`config.mk`:
```
export PLATFORM = sky130hd
export DESIGN_NAME = dmem_arbiter
export DESIGN_NICKNAME = d
export VERILOG_FILES = /design/src/rtl/dmem_arbiter.sv
export SDC_FILE = /design/constraint.sdc
export NUM_CORES = 1
export LEC_CHECK = 0
export CAP_MARGIN = 0
export CORE_MARGIN = 4
export CORE_UTILIZATION = 40
export DETAILED_ROUTE_END_ITERATION = 10
export PLACE_DENSITY = 0.8
export REMOVE_ABC_BUFFERS = 1
export SETUP_SLACK_MARGIN = 0.02
export SLEW_MARGIN = 20
export SYNTH_ARGS = -nofsm -noshare
export SYNTH_HDL_FRONTEND = slang
export SYNTH_SLANG_ARGS = --single-unit
```
`constraint.sdc`:
```
create_clock -name Clock -period 7.95 [get_ports Clock]
set_clock_uncertainty 0.05 [all_clocks]
set_input_delay 1.59 -clock Clock [delete_from_list [all_inputs] [get_ports Clock]]
set_output_delay 1.59 -clock Clock [all_outputs]
set_load 0.01 [all_outputs]
```
`src/rtl/dmem_arbiter.sv`:
```
// Round-robin arbiter sharing one single-ported data memory between the MEM stage (port 0)
// and a secondary requester (port 1), with busywait tracking and an access timeout.
module dmem_arbiter #(
    parameter int ADDR_W  = 32,
    parameter int DATA_W  = 32,
    parameter int TIMEOUT = 16
) (
    input  logic              Clock,
    input  logic              Reset,

    input  logic              p0_Read,
    input  logic              p0_Write,
    input  logic [ADDR_W-1:0] p0_Address,
    input  logic [DATA_W-1:0] p0_Write_data,
    input  logic [2:0]        p0_Func3,
    output logic [DATA_W-1:0] p0_Read_data,
    output logic              p0_busywait,
    output logic              p0_error,

    input  logic              p1_Read,
    input  logic              p1_Write,
    input  logic [ADDR_W-1:0] p1_Address,
    input  logic [DATA_W-1:0] p1_Write_data,
    input  logic [2:0]        p1_Func3,
    output logic [DATA_W-1:0] p1_Read_data,
    output logic              p1_busywait,
    output logic              p1_error,

    output logic              mem_Read,
    output logic              mem_Write,
    output logic [ADDR_W-1:0] mem_Address,
    output logic [DATA_W-1:0] mem_Write_data,
    output logic [2:0]        mem_Func3,
    input  logic [DATA_W-1:0] mem_Read_data,
    input  logic              mem_busywait
);

    localparam int CNT_W = $clog2(TIMEOUT + 1);
    localparam logic [CNT_W-1:0] CNT_MAX  = CNT_W'(TIMEOUT);
    localparam logic [CNT_W-1:0] CNT_LAST = CNT_W'(TIMEOUT - 1);

    typedef enum logic [1:0] {IDLE, ACCESS, DONE} state_t;

    state_t            state;
    state_t            state_next;
    logic              grant;
    logic              last_grant;
    logic [CNT_W-1:0]  wait_cnt;

    logic              p0_req;
    logic              p1_req;
    logic              start;
    logic              pick;
    logic              complete;
    logic              timeout;

    logic              sel_read;
    logic              sel_write;
    logic [ADDR_W-1:0] sel_address;
    logic [DATA_W-1:0] sel_write_data;
    logic [2:0]        sel_func3;
    logic [DATA_W-1:0] load_value;

    assign p0_req = p0_Read | p0_Write;
    assign p1_req = p1_Read | p1_Write;

    // The granted port sees busywait drop only during its DONE cycle.
    assign p0_busywait = p0_req & ~((state == DONE) & ~grant);
    assign p1_busywait = p1_req & ~((state == DONE) &  grant);

    assign sel_read       = pick ? p1_Read       : p0_Read;
    assign sel_write      = pick ? p1_Write      : p0_Write;
    assign sel_address    = pick ? p1_Address    : p0_Address;
    assign sel_write_data = pick ? p1_Write_data : p0_Write_data;
    assign sel_func3      = pick ? p1_Func3      : p0_Func3;

    assign load_value = timeout ? '0 : mem_Read_data;

    always_ff @(posedge Clock or posedge Reset) begin
        if (Reset) begin
            state <= IDLE;
        end else begin
            state <= state_next;
        end
    end

    always_comb begin
        state_next = state;
        start      = 1'b0;
        pick       = 1'b0;
        complete   = 1'b0;
        timeout    = 1'b0;
        case (state)
            IDLE: begin
                if (p0_req || p1_req) begin
                    start      = 1'b1;
                    pick       = (p0_req && p1_req) ? ~last_grant : p1_req;
                    state_next = ACCESS;
                end
            end
            ACCESS: begin
                // wait_cnt != 0 guards against a stale busywait-low before the memory sees the strobe.
                if (!mem_busywait && wait_cnt != '0) begin
                    complete   = 1'b1;
                    state_next = DONE;
                end else if (mem_busywait && wait_cnt == CNT_LAST) begin
                    timeout    = 1'b1;
                    state_next = DONE;
                end
            end
            DONE: begin
                state_next = IDLE;
            end
            default: begin
                state_next = IDLE;
            end
        endcase
    end

    always_ff @(posedge Clock or posedge Reset) begin
        if (Reset) begin
            grant          <= 1'b0;
            last_grant     <= 1'b1;
            wait_cnt       <= '0;
            mem_Read       <= 1'b0;
            mem_Write      <= 1'b0;
            mem_Address    <= '0;
            mem_Write_data <= '0;
            mem_Func3      <= '0;
            p0_Read_data   <= '0;
            p1_Read_data   <= '0;
            p0_error       <= 1'b0;
            p1_error       <= 1'b0;
        end else begin
            p0_error <= 1'b0;
            p1_error <= 1'b0;

            if (start) begin
                grant          <= pick;
                last_grant     <= pick;
                wait_cnt       <= '0;
                mem_Read       <= sel_read;
                mem_Write      <= sel_write & ~sel_read;
                mem_Address    <= sel_address;
                mem_Write_data <= sel_write_data;
                mem_Func3      <= sel_func3;
            end else if (state == ACCESS && wait_cnt != CNT_MAX) begin
                wait_cnt <= wait_cnt + CNT_W'(1);
            end

            if (complete || timeout) begin
                mem_Read  <= 1'b0;
                mem_Write <= 1'b0;
                if (mem_Read) begin
                    if (grant) begin
                        p1_Read_data <= load_value;
                    end else begin
                        p0_Read_data <= load_value;
                    end
                end
                if (timeout) begin
                    if (grant) begin
                        p1_error <= 1'b1;
                    end else begin
                        p0_error <= 1'b1;
                    end
                end
            end
        end
    end

endmodule

```
-- Word level (Yosys, flattened, before mapping)
Cells that the tools add are included.
- input bits: 173
- register bits: 144
- word-level logic and storage cells: 78
- output and inout bits: 137
- bitwise gates (word level): 12
- add/sub/neg operators: 1
- reductions and logical operators: 14
- equality and inequality tests: 6
- mux-type cells: 32
- operator list (cell ; count):
    32-bit 2-to-1 mux ; 3
    1-bit 2-to-1 mux ; 22
    5-bit 2-to-1 mux ; 2
    2-bit 2-to-1 mux ; 3
    3-bit AND reduction ; 2
    5-bit by 1-bit adder with 5-bit output (second input constant) ; 1
    1-bit AND ; 5
    5-bit by 4-bit == test with 1-bit output (second input constant) ; 1
    5-bit inequality test (second input constant) ; 1
    1-bit inverter ; 5
    5-bit nonzero test ; 1
    1-bit logical AND ; 4
    2-bit case mux with 2 select lines ; 1
    2-bit nonzero test ; 2
    3-bit 2-to-1 mux ; 1
    3-bit inequality test (second input constant) ; 1
    2-bit by 1-bit == test with 1-bit output (second input constant) ; 1
    2-bit == test (second input constant) ; 1
    2-bit zero test ; 1
    1-bit logical OR ; 2
    2-bit inequality test (second input constant) ; 1
    1-bit bitwise OR ; 2
    2-bit AND reduction ; 1
    1-bit zero test ; 1

-- Longest topological paths before layout
- depth after elaboration: 10
- gate-level depth with buffers: 8

-- Worst setup path after synthesis
Ideal clock, no wire load.
- kind: in2out
- start: in p0_Read
- end: out p0_busywait
- path slack: 4529 ps
- data arrival time: 1781 ps
- buffers on the path: 0
- cell stages on the path: 1
- data required time: 6310 ps
- path through: o32a_1
- cells in the longest elaborated chain, start to end: 2
- ends and longest elaborated chain (what ; RTL line ; source):
    start, declared ; 11 ; input logic p0_Read,
    1-bit bitwise OR ; 64 ; assign p0_req = p0_Read | p0_Write;
    1-bit AND ; 68 ; assign p0_busywait = p0_req & ~((state == DONE) & ~grant);
    end, declared ; 17 ; output logic p0_busywait,
Every way passes these cells.

-- Final worst setup path
Same ends and word-level chain as after synthesis.

==> impl_metrics.ini <==
[synth]
post-synth-top-count-cell = nand2_1
yosys_most_used_dff = dfrtp_1
synth_compound_area_share_pct = 13.6
yosys-top-cells-area = dfrtp_1 58%, mux2i_1 11%, nand2_1 10%
synth_top_family_by_area = compound AO/OA/AOI/OAI gates
synth-simple-area-share_pct = 12.1
synthAdderAreaFrac_pct = 0.608
yosys-mux-area-fraction_pct = 11.3
syn_area_sq_um = 6180
synth-edff-count = 0
synth-seq-cells = 144
synth-xor-area-share_pct = 0
synth_sequential_area_ratio_pct = 58.4
yosysTopAreaCellShare_pct = 57.9
post_synth_inst_count = 606
async_flop_share_pct = 100
ys.warnings.count = 0
synthTopCellsByCount = 172 x nand2_1, 143 x dfrtp_1, 127 x o21ai_0, 70 x mux2i_1, 14 x buf_2
post_synth_cell_types = 34
netlist.top_cell.by_area = dfrtp_1
syn_avg_cell_area_sq_um = 10.2

[global_routing]
maximum_number_of_pins_on_one_net_before_global_route_repair = 92
grt_most_used_layer = met2
global_route.overflow_total = 0
antenna_found_initial = 2
met1_layer_usage_reported_by_global_route_pct = 25.8
global_route.usage.total_pct = 21.9
wire_length_of_the_first_global_routing_pass_um = 30300
grt_use_met2_pct = 36.2
groute.layer.met3.usage_pct = 9.27
vias_in_the_first_global_route = 5641

[final_layout]
area_growth_syn_to_layout_pct = 60.7
fillerInstances = 1183
stdcell_count = 1104
final_cell_area_sq_um = 9930
finish.utilization_pct = 65.6
post_layout_net_count = 1078
drive_above_1_share_pct = 4.81

[sta]
fin_crit_ns = 4.52
final_hold_viol_count = 0
timing.final.max_slew_violations = 0
final_layout_worst_hold_slack_ns = 0.424
setup_tns_final_ns = 0
clock.fmax_mhz = 221
rsz0062_at_grt = false
worstMarginPinSlew_ns = 0.983
timing.slew.headroom_pct = 34.4
setup_ws_ns = 3.43
finalCritPeriodShare_pct = 56.8
setup_viol_count_final = 0

[clock_tree]
clock_sink_count = 144
worst_path_clk_slew_ns = 0.06
postCtsSetupBuffers = 0
tritoncts_clock_tree = yes
clockRootBuffer = clkbuf_16
postcts_resize_cnt = 0
cts_h_tree_depth = 4
longest_clk_path_bufs = 2
ctsHoldBuffers = 0
clock_insertion_delay_worst_skew_ns = 0.41
cts_made_buffers = 17

[worst_setup_path]
worst-endpoint-arrival_ns = 2.88
critical_path.startpoint_type = input pin
worstPathMaxFanout = 6
timing.critical_path.required_ns = 6.31
timing.critical_path.slowest_cell_delay_ns = 0.57
most_common_cell_type_on_the_critical_path = clkdlybuf4s50_1
critPathSlowestCell = clkdlybuf4s50_1
cp-end-kind = primary output
critical_path_class = in2out
cells_traversed_along_the_worst_timing_path = clkdlybuf4s50_1, o32a_1, clkdlybuf4s50_1

[die]
floorplan.die_area_sq_um = 17500
floorplan.die.height_um = 132
start_util_pct = 40.8
floorplan.rows = 45
core_area_sq_um = 15100
io-pin-count = 310
floorplan.die.width_um = 132

[placement]
placed_area_sq_um = 9360
io_buffers = 309
numPlacedInstances = 1071
hpwl_um = 14300
gpl.final_weighted_congestion = 0.800
post-place-ws_ns = 3.43

[outcome]
status = finished, final reports clean

[power]
power.ir.vdd_worst_v = 0.000183
fin_total_pwr_mw = 3.69
power_density_nw_per_um2 = 372
total_leakage_power_nw = 4.67

[hold_path]
holdCritPathClass = reg2reg

[detailed_routing]
drt-total-wl_um = 19100
via_count = 5427
ant_nets = 0
drtIter0Drc = 237
via_per_inst = 4.92
detail_route.drc_violations = 0
wl_cell_um = 17.3
drtPass1Iterations = 6

[flow_run]
maxCapViolCount = 0
## cells by family after synthesis
| family | Yosys count |
|---|---|
| muxes | 70 |
| and+or+nand+nor | 189 |
| AOI/OAI and AO/OA | 151 |
| buffers and inverters | 49 |
| adders and majority gates | 3 |
| DFF | 144 |
## layout make-up
class,count,area (sq um),share of cell area [%]
Tap cell,188,235,2.37
Multi-Input combinational cell,413,2330,23.5
Timing Repair Buffer,316,3150,31.7
Sequential cell,144,3600,36.3
Clock inverter,14,141,1.42
Inverter,10,42.5,0.428
Clock buffer,17,425,4.28
Antenna cell,2,5.00,0.0504
## critical path, delay by kind of cell
family	cells	cell delay [ns]
buffers and inverters	2	1.10
AOI/OAI and AO/OA	1	0.19
## power by group
| group | switching, mW | leakage [nW] | internal (mW) | total, mW |
|---|---|---|---|---|
| logic | 0.787 | 2.60 | 0.863 | 1.65 |
| registers | 0.195 | 1.80 | 1.07 | 1.27 |
| clock network | 0.311 | 0.271 | 0.459 | 0.770 |
## worst paths after layout
path / end / slack (ns) / from / cells after the start
setup / recovery: p0_busywait / 3.43 / p0_Read / 3
hold / removal: mem_Address[31] / 0.42 / mem_Address[31] / 2
setup reg to reg: mem_Write_data[0] / 5.38 / last_grant / 6
hold reg to reg: mem_Address[31] / 0.42 / mem_Address[31] / 2
max in group asynchronous: wait_cnt[0] / 4.83 / Reset / 3
min in group asynchronous: p1_Read_data[27] / 1.60 / Reset / 2
## registers in the layout, summed over array words and instances (netlist names)
name and count:
mem_Address 32, mem_Read 1, p0_error 1, mem_Write_data 32
mem_Func3 3, last_grant 1, wait_cnt 5, grant 1
p0_Read_data 32, p1_error 1, p1_Read_data 32, state 2
mem_Write 1
## layout by cell type (no fill, tap or decap)
cell,netlist,layout
nor2b_1,2,2
clkdlybuf4s50_1,0,309
nand2b_4,0,1
a211oi_1,1,1
clkinv_4,0,1
buf_4,8,7
diode_2,0,2
nand4_1,1,1
a221oi_1,1,1
nor4_1,1,1
nor3_1,1,1
o211a_1,2,2
mux2i_1,70,70
and3_1,1,1
dfstp_2,1,1
inv_6,0,3
bufinv_16,0,2
nand2_1,172,172
clkbuf_16,0,17
o21a_1,1,1
o32a_1,2,2
nor2_1,4,4
o2111ai_4,2,2
nand2b_1,3,2
ha_1,3,3
o31ai_1,1,1
inv_1,10,9
clkinvlp_4,0,4
o21ai_0,127,127
a31oi_1,1,1
a211o_1,1,1
or4b_4,1,1
clkinv_2,0,5
and2_1,1,1
o211ai_1,1,1
nand3_1,2,2
o21ai_1,11,11
dfrtp_1,143,143
## routing by layer
metal	part of all wire, %	up-vias
li1	-	2644
met1	39	2512
met2	48	242
met3	10	29
met4	2.1	0
met5	0	-
Power figures use the tool's default switching activity.
